File: src/rtl/sevenseg_capture_if.sv
// Bus bundle for the seven-segment capture monitor: the observed scan lines
// (seg/an) travel toward the capture block, the reconstructed digits come back.
interface sevenseg_capture_if;
   logic [6:0]  seg;          // {g,f,e,d,c,b,a}, active-low
   logic [3:0]  an;           // anode enables, active-low
   logic [15:0] digits;       // digit i in digits[4*i+3:4*i]
   logic [3:0]  digit_valid;
   logic [3:0]  digit_err;
   logic        upd;
   logic [1:0]  upd_idx;

   // Side that drives the display scan and watches the captured result
   modport master (
      output seg,
      output an,
      input  digits,
      input  digit_valid,
      input  digit_err,
      input  upd,
      input  upd_idx
   );

   // Capture block: observes the scan, reports the decoded digits
   modport slave (
      input  seg,
      input  an,
      output digits,
      output digit_valid,
      output digit_err,
      output upd,
      output upd_idx
   );
endinterface

File: src/rtl/sevenseg_capture.sv
// Seven-segment scan monitor: samples a multiplexed 4-digit active-low bus,
// waits for each {an,seg} pattern to hold steady, decodes the glyph into a hex
// value and tracks per-digit validity (legal glyph, refreshed recently).
module sevenseg_capture #(
   parameter int STABLE_CYCLES = 4,
   parameter int TIMEOUT       = 1048576
) (
   input logic               clk,
   input logic               rst,
   sevenseg_capture_if.slave bus
);

   localparam int SW = $clog2(STABLE_CYCLES + 1);
   localparam int AW = $clog2(TIMEOUT + 1);

   localparam logic [SW-1:0] STABLE_MAX  = SW'(STABLE_CYCLES);
   localparam logic [SW-1:0] STABLE_LAST = SW'(STABLE_CYCLES - 1);
   localparam logic [AW-1:0] AGE_MAX     = AW'(TIMEOUT);
   localparam logic [AW-1:0] AGE_LAST    = AW'(TIMEOUT - 1);

   logic [3:0]    r_an;
   logic [6:0]    r_seg;
   logic [SW-1:0] r_stable;
   logic          r_upd;
   logic [1:0]    r_upd_idx;

   logic          w_one_hot;
   logic [1:0]    w_idx;
   logic          w_same;
   logic          w_commit;
   logic [3:0]    w_sel;
   logic          w_glyph_ok;
   logic [3:0]    w_val;

   // Classify the anode pattern: exactly one low line selects a digit
   always_comb begin
      w_one_hot = 1'b0;
      w_idx     = 2'd0;
      case (bus.an)
         4'b1110: begin w_one_hot = 1'b1; w_idx = 2'd0; end
         4'b1101: begin w_one_hot = 1'b1; w_idx = 2'd1; end
         4'b1011: begin w_one_hot = 1'b1; w_idx = 2'd2; end
         4'b0111: begin w_one_hot = 1'b1; w_idx = 2'd3; end
         default: begin w_one_hot = 1'b0; w_idx = 2'd0; end
      endcase
   end

   // Glyph lookup; anything outside the sixteen hex shapes is illegal
   always_comb begin
      w_glyph_ok = 1'b1;
      w_val      = 4'h0;
      case (bus.seg)
         7'h40: w_val = 4'h0;
         7'h79: w_val = 4'h1;
         7'h24: w_val = 4'h2;
         7'h30: w_val = 4'h3;
         7'h19: w_val = 4'h4;
         7'h12: w_val = 4'h5;
         7'h02: w_val = 4'h6;
         7'h78: w_val = 4'h7;
         7'h00: w_val = 4'h8;
         7'h18: w_val = 4'h9;
         7'h08: w_val = 4'hA;
         7'h03: w_val = 4'hB;
         7'h46: w_val = 4'hC;
         7'h21: w_val = 4'hD;
         7'h06: w_val = 4'hE;
         7'h0E: w_val = 4'hF;
         default: begin w_glyph_ok = 1'b0; w_val = 4'h0; end
      endcase
   end

   // A commit fires on the edge where the stable run reaches its full length;
   // the counter then parks at its maximum so a steady window commits once.
   always_comb begin
      w_same   = ({bus.an, bus.seg} == {r_an, r_seg});
      w_commit = w_one_hot && w_same && (r_stable == STABLE_LAST);
      w_sel    = w_commit ? ~bus.an : 4'b0000;
   end

   // Sample the bus and measure how long the current legal pattern has held
   always_ff @(posedge clk or posedge rst) begin
      if (rst) begin
         r_an     <= 4'hF;
         r_seg    <= 7'h7F;
         r_stable <= '0;
      end else begin
         r_an  <= bus.an;
         r_seg <= bus.seg;
         if (w_one_hot && w_same) begin
            if (r_stable != STABLE_MAX)
               r_stable <= r_stable + 1'b1;
         end else begin
            r_stable <= '0;
         end
      end
   end

   // One-cycle update strobe with the index of the digit just committed
   always_ff @(posedge clk or posedge rst) begin
      if (rst) begin
         r_upd     <= 1'b0;
         r_upd_idx <= 2'd0;
      end else begin
         r_upd <= w_commit;
         if (w_commit)
            r_upd_idx <= w_idx;
      end
   end

   assign bus.upd     = r_upd;
   assign bus.upd_idx = r_upd_idx;

   genvar gi;
   generate
      for (gi = 0; gi < 4; gi++) begin : g_digit
         logic [3:0]    r_digit;
         logic          r_valid;
         logic          r_err;
         logic [AW-1:0] r_age;

         // Per-digit capture and aging; a commit takes priority over expiry
         always_ff @(posedge clk or posedge rst) begin
            if (rst) begin
               r_digit <= 4'h0;
               r_valid <= 1'b0;
               r_err   <= 1'b0;
               r_age   <= '0;
            end else if (w_sel[gi]) begin
               r_age <= '0;
               if (w_glyph_ok) begin
                  r_digit <= w_val;
                  r_valid <= 1'b1;
                  r_err   <= 1'b0;
               end else begin
                  r_valid <= 1'b0;
                  r_err   <= 1'b1;
               end
            end else if (r_age != AGE_MAX) begin
               r_age <= r_age + 1'b1;
               if (r_age == AGE_LAST)
                  r_valid <= 1'b0;
            end
         end

         assign bus.digits[4*gi +: 4] = r_digit;
         assign bus.digit_valid[gi]   = r_valid;
         assign bus.digit_err[gi]     = r_err;
      end
   endgenerate

endmodule
File: src/flat_wrapper.sv
// flat-port wrapper written by rule: the top's interface ports become plain ports
module sevenseg_capture_flat 
#(
   parameter int STABLE_CYCLES = 4,
   parameter int TIMEOUT       = 1048576
)
  (clk, rst, bus_seg, bus_an, bus_digits, bus_digit_valid, bus_digit_err, bus_upd, bus_upd_idx);
  sevenseg_capture_if bus_i ();
  input logic clk;
  input logic rst;
  input wire logic [$bits(bus_i.seg)-1:0] bus_seg;
  input wire logic [$bits(bus_i.an)-1:0] bus_an;
  output wire logic [$bits(bus_i.digits)-1:0] bus_digits;
  output wire logic [$bits(bus_i.digit_valid)-1:0] bus_digit_valid;
  output wire logic [$bits(bus_i.digit_err)-1:0] bus_digit_err;
  output wire logic [$bits(bus_i.upd)-1:0] bus_upd;
  output wire logic [$bits(bus_i.upd_idx)-1:0] bus_upd_idx;
  assign bus_i.seg = bus_seg;
  assign bus_i.an = bus_an;
  assign bus_digits = bus_i.digits;
  assign bus_digit_valid = bus_i.digit_valid;
  assign bus_digit_err = bus_i.digit_err;
  assign bus_upd = bus_i.upd;
  assign bus_upd_idx = bus_i.upd_idx;
  sevenseg_capture #(.STABLE_CYCLES(STABLE_CYCLES), .TIMEOUT(TIMEOUT)) u_core (.clk(clk), .rst(rst), .bus(bus_i));
endmodule
File: config.mk
export PLATFORM = sky130hd
export DESIGN_NAME = sevenseg_capture_flat
export DESIGN_NICKNAME = d
export VERILOG_FILES = /design/src/rtl/sevenseg_capture_if.sv /design/src/rtl/sevenseg_capture.sv /design/src/flat_wrapper.sv
export SDC_FILE = /design/constraint.sdc
export NUM_CORES = 1
export LEC_CHECK = 0
export ABC_AREA = 1
export BUFFER_PORTS_ARGS = -buffer_cell sky130_fd_sc_hd__buf_2
export CAP_MARGIN = 20
export CORE_UTILIZATION = 40
export DETAILED_ROUTE_END_ITERATION = 7
export PLACE_DENSITY = 0.53
export SETUP_SLACK_MARGIN = 0.1
export SLEW_MARGIN = 20
export SYNTH_ARGS = -nofsm -noshare
export SYNTH_HDL_FRONTEND = slang
export SYNTH_SLANG_ARGS = --single-unit
File: constraint.sdc
create_clock -name clk -period 6.44 [get_ports clk]
set_input_delay 1.288 -clock clk [delete_from_list [all_inputs] [get_ports clk]]
set_output_delay 1.288 -clock clk [all_outputs]
set_load 0.05 [all_outputs]
# Yosys cells after proc, flatten, opt, wreduce, memory -nomap -nowiden
# Index checks and enable logic that the tools add are counted.
word_totals:
  ff_bits: 125
  latchBits: 0
  ramBits: 0
  romBits: 0
  in_bits: 13
  output_inout_bits: 27
  memories: 0
op_classes:
  add_sub_neg: 5
  multipliers: 0
  div_mod_pow: 0
  n_lt_le_gt_ge: 0
  n_eq_ne: 31
  shifts: 0
  n_mux: 29
  bitwise_logic: 1
  reduce_logical: 21
op_table:
  columns: ["operator", "n"]
  rows:
  - ["21-bit two-way mux", 8]
  - ["21-bit by 1-bit adder with 21-bit output (second input constant)", 4]
  - ["21-bit by 20-bit == test with 1-bit output (second input constant)", 4]
  - ["21-bit != test (second input constant)", 4]
  - ["4-bit case mux with 15 select lines", 1]
  - ["7-bit == test (second input constant)", 4]
  - ["7-bit by 5-bit == test with 1-bit output (second input constant)", 3]
  - ["7-bit by 6-bit == test with 1-bit output (second input constant)", 3]
  - ["1-bit two-way mux", 16]
  - ["2-bit AND reduction", 8]
  - ["2-bit nonzero test", 8]
  - ["16-bit OR reduction", 1]
  - ["7-bit by 2-bit == test with 1-bit output (second input constant)", 2]
  - ["7-bit by 4-bit == test with 1-bit output (second input constant)", 2]
  - ["4-bit == test (second input constant)", 3]
  - ["11-bit == test", 1]
  - ["7-bit by 3-bit == test with 1-bit output (second input constant)", 1]
  - ["7-bit zero test", 1]
  - ["3-bit two-way mux", 2]
  - ["2-bit case mux with 3 select lines", 1]
  - ["4-bit by 3-bit == test with 1-bit output (second input constant)", 1]
  - ["4-bit two-way mux", 1]
  - ["4-bit NOT", 1]
  - ["4-bit OR reduction", 1]
  - ["5 further kinds", 6]

# Logic depth before layout (Yosys ltp)
logic_depth:
  depth_word: 8
  depth_mapped: 12
  mapped_depth_nobuf: 12

# Worst setup path before layout
# Ideal clock, no wire load.
synth_timing:
  kind: "input to register"
  start: "input port bus_seg[2]"
  end: "register u_core.g_digit[2].r_age[6]"
  setup_time_ps: 130
  arrival_ps: 2388
  required_ps: 6310
  slack_ps: 3922
  path_stages: 10
  cell_sequence: "inv_1 > nand2_1 > nand2_1 > nor2_1 > nand2_1 > nor2_2 > nand3_4 > nor2_4 > buf_4 > nor3_1"
synth_via:
  elab_chain_len: 5
  word_cells_on_any_way: 6
  classes_between: "eq/ne: 1; mux: 2; reduce/logical: 3"
synth_lines:
  columns: ["item", "line_no", "text"]
  rows:
  - ["start: declaration", "flat_wrapper.sv:11", "input wire logic [$bits(bus_i.seg)-1:0] bus_seg;"]
  - ["11-bit == test (*)", "sevenseg_capture.sv:76", "w_same = ({bus.an, bus.seg} == {r_an, r_seg});"]
  - ["1-bit logical AND (*) (2 in series)", "sevenseg_capture.sv:77", "w_commit = w_one_hot && w_same && (r_stable == STABLE_LAST);"]
  - ["4-bit two-way mux (*)", "sevenseg_capture.sv:78", "w_sel = w_commit ? ~bus.an : 4'b0000;"]
  - ["21-bit two-way mux / 2-bit nonzero test (equally long branches)", null, null]
  - ["end signal: assignment", "sevenseg_capture.sv:140", "r_age <= r_age + 1'b1;"]
  - ["end: declaration", "sevenseg_capture.sv:120", "logic [AW-1:0] r_age;"]
# Every way passes the cells marked *; elsewhere a longest branch is shown, timed or not.
# A chain may end at the register's enable or synchronous reset.

# Worst setup path in the final report
layout_timing:
  start: "input port bus_an[0]"
  end: "register u_core.g_digit[1].r_digit[0]"
layout_via:
  elab_chain_len: 7
  word_cells_on_any_way: 11
  classes_between: "eq/ne: 5; mux: 2; reduce/logical: 4"
layout_lines:
  columns: ["item", "line_no", "text"]
  rows:
  - ["start: declaration", "flat_wrapper.sv:12", "input wire logic [$bits(bus_i.an)-1:0] bus_an;"]
  - ["4-bit == test / 4-bit by 3-bit == test with 1-bit output (equally long branches)", "sevenseg_capture.sv:39", "case (bus.an)"]
  - ["4-bit OR reduction (no line)", null, null]
  - ["1-bit two-way mux", "sevenseg_capture.sv:39", null]
  - ["1-bit logical AND (*) (2 in series)", "sevenseg_capture.sv:77", null]
  - ["4-bit two-way mux (*)", "sevenseg_capture.sv:78", null]
  - ["2-bit AND reduction (no line) (*)", null, null]
  - ["end signal: assignment", "sevenseg_capture.sv:132", "r_digit <= w_val;"]
  - ["end: declaration", "sevenseg_capture.sv:117", "logic [3:0] r_digit;"]
# Marked as above.

==> results.md <==
- Slowest stage cell on the critical path: nor2_4
- Row Count: 48
- Number of iterations in the first detailed-routing pass: 6
- Relative slew slack: 46.2%
- WL final: 16900 um
- Reg2reg end: u_core.g_digit[2].r_age[18]$_DFFE_PP0P_
- Overall Global Routing Usage: 20.2%
- Clock insertion delay at the later pin of the skew report: 420 ps
- Hold wc startpoint: u_core.g_digit[0].r_digit[2]$_DFFE_PP0P_
- Residual antenna-violating net count after detailed routing: 0
- Placed instance area: 0.00744 sq mm
- CP endpoint kind: flop
- Final slew viol count: 0
- Syn Std Cell Area: 0.00704 sq mm
- Crit path buffers/inverters: 2
- DIE HEIGHT: 135 um
- Vias in the first global route: 5778
- Max_cap viols: 0
- Average routed wire per standard cell: 13.4 um
- Antenna violations before repair: 0
- Pwr Total: 1.84 mW
- TritonCTS clock tree: done
- Fraction of the yosys area taken by sequential cells: 44.6%
- End-of-flow core utilization: 46.6%
- Type of the setup path with the least slack: in -> reg
- # IOs: 40
- Quantity of hold-fixing buffers added after cts: 0
- Via count: 6126
- Synth warnings: 0
- Final routed DRC violation total: 0
- Fraction of the cycle the final worst path needs: 43.9%
- Final hold violation count: 0
- Stage delay of the slowest cell on the critical path: 400 ps
- Worst Path Required: 6750 ps
- Cell depth of the worst flop-to-flop path: 10
- Clk buf depth: 2
- Syn-to-layout area delta: 14.1%
- Post-layout instance area: 0.00804 sq mm
- Arr. time, crit path: 3130 ps
- Tightest hold margin: 463 ps
- FF-to-FF Start: u_core.g_digit[2].r_age[0]$_DFFE_PP0P_
- Startpoint type of the worst setup path: primary input
- HP Class: reg -> reg
- Nets in the synthesized netlist: 1006
- Layout cell share with drive strength beyond 1: 9.51%
- Critical path's top delay family: simple AND/OR/NAND/NOR gates
- Number of clock sinks: 125
- DRT iter0 DRCs: 276
- Placed wire-length estimate: 12400 um
- Post-Synthesis Cells: 982
- Run status: complete, no violations
- Final setup TNS: 0 ps
- Clock tree root buffer cell: clkbuf_16
- Final setup viols: 0
- CTS-repair resized insts: 0
- Layout Cells excl Fill: 1266
- F_max: 354 MHz
- Largest net degree at the start of global routing: 81
- Areal power density over the cells: 228 mW/mm^2
- Total grt overflow: 0
- Worst-margin pin slew: 799 ps
- Syn Area/Cell: 7.17 sq um
- Nets: 1052
- Slack of the critical path: 3610 ps
- Synth unique cells: 28
- Destination of the worst hold path: u_core.g_digit[0].r_digit[2]$_DFFE_PP0P_
- Min-Delay Path Depth: 2
- Unrepaired setup endpoints after global routing: no
- Diodes inserted: 0
- Post-CTS setup-driven buffer insertion count: 0
- Deepest level of the CTS H-tree: 4
- Clock Pin Slew Worst Setup and Hold Paths: 50 ps
- R2R Setup Slk: 4130 ps
- Time the final worst path needs with I/O delays and setup: 2830 ps
- DP Cell Count: 1234
- Die X-Extent: 135 um
- PortBufs: 39
- Pre-CTS setup slack: 3180 ps
- Detail-routed via count per cell: 4.84
- IR drop worst, VDD: 182 uV
- Worst Clk Skew: 8.60 ps
- Crit Path Max Fanout: 16
- Area of the die: 0.0181 sq mm
- Flip-flop and latch count after synthesis: 125
- Most frequent cell on the critical path: nand2_1
- Starting density of the core: 40.9%
- Final weighted congestion in routability-driven placement: 0.908
- Wire length of the first global-routing pass: 28400 um
- Cells traversed along the worst timing path: buf_2, inv_2, nand2_1, nand2_1, nor2_1, nand2_1, nor2_2, nand3_4, nor2_4, nand2_1, nand2_1, nand2_1
- Number of clock buffers inserted by TritonCTS: 17
- Std-Cell Core Area: 0.0172 sq mm
- LEAKAGE: 4.06 nW
[layout make-up]
class	instances	area [sq um]
clock buffer	20	457
clock inverter	12	144
fill	1758	9200
inverter	135	512
multi-input combinational	709	3300
sequential	125	3140
tap	225	282
timing repair buffer	40	203
[where the power goes]
group	total [mW]	internal, mW	switching (mW)
combinational	0.0627	0.0131	0.0496
clock	0.979	0.625	0.354
sequential	0.794	0.792	0.00185
total	1.84	1.43	0.406
[layer usage]
layer  vias up  share of wire, %  track usage [%]
met4         0               1.3             6.74
met3        18               3.7             4.32
met5         -                 0                0
li1       3181                 -                -
met2       104                43             29.5
met1      2823                52             29.4
[logic make-up after synthesis]
logic type               Yosys count  synth area share, %
AND/OR/NAND/NOR                  610                 36.8
buffers and inverters            148                 8.53
flip-flops                       125                 44.6
AO/OA/AOI/OAI                     57                 4.26
adder cells (fa/ha/maj)           11                 1.95
XOR/XNOR                          31                 3.86
[cell usage after synthesis, drive strengths merged]
master | instances | share of area [%]
xor2 | 24 | 3.0
o21a | 1 | 0.11
nand3 | 58 | 4.4
nand2 | 266 | 14
inv | 135 | 7.2
nor3 | 51 | 3.6
a41oi | 1 | 0.12
nor4 | 6 | 0.53
o21ai | 15 | 1.1
dfrtp | 114 | 41
or2 | 2 | 0.18
xnor2 | 7 | 0.87
nor2 | 195 | 11
nor3b | 5 | 0.53
clkbuf | 1 | 0.053
a21oi | 34 | 2.4
dfstp | 11 | 4.1
ha | 11 | 2.0
nand3b | 3 | 0.32
a22oi | 1 | 0.11
buf | 12 | 1.3
nand4 | 24 | 2.1
a31oi | 5 | 0.44
[worst max path at each step]
stage	to	cells after the start	from	slack, ps
floorplan	u_core.bus.upd$_DFF_PP0_	1	rst	1840
global placement	u_core.g_digit[1].r_digit[1]$_DFFE_PP0P_	12	bus_an[1]	3220
detailed placement	u_core.g_digit[1].r_digit[1]$_DFFE_PP0P_	12	bus_an[0]	3180
CTS	u_core.g_digit[1].r_digit[0]$_DFFE_PP0P_	12	bus_an[0]	3640
global route	u_core.g_digit[1].r_digit[2]$_DFFE_PP0P_	12	bus_an[0]	3360
finish	u_core.g_digit[1].r_digit[0]$_DFFE_PP0P_	12	bus_an[0]	3610
[cells in the final DEF, fill, tap and decap left out, types with 11 or more instances in the layout]
cell type,synthesis,final
nand2_1,266,266
nor2_1,188,188
inv_1,130,129
dfrtp_1,114,114
nand3_1,56,56
nor3_1,51,51
buf_2,0,39
a21oi_1,34,34
nand4_1,24,24
xor2_1,24,24
clkbuf_16,0,17
o21ai_0,15,15
ha_1,11,11
dfstp_2,11,11
[flip-flops by register name (all words and copies together), names as in the netlist]
| name | count |
|---|---|
| u_core.r_an | 4 |
| u_core.g_digit.r_valid | 4 |
| u_core.r_stable | 3 |
| u_core.g_digit.r_err | 4 |
| u_core.g_digit.r_digit | 16 |
| u_core.r_seg | 7 |
| u_core.g_digit.r_age | 84 |
| u_core.bus.upd_idx | 2 |
| u_core.bus.upd | 1 |
[worst register-to-register path, cell delays in order (launching register included)]
cell     delay [ps]
dfrtp_1         410
ha_1            190
nand2_1         110
nor2_1          290
nand2_1         130
nor2_1          250
nand3_1         190
nor2_1          290
nand2_1         100
o21ai_0         170
nor2_1           70
(Power assumes the default switching activity.)
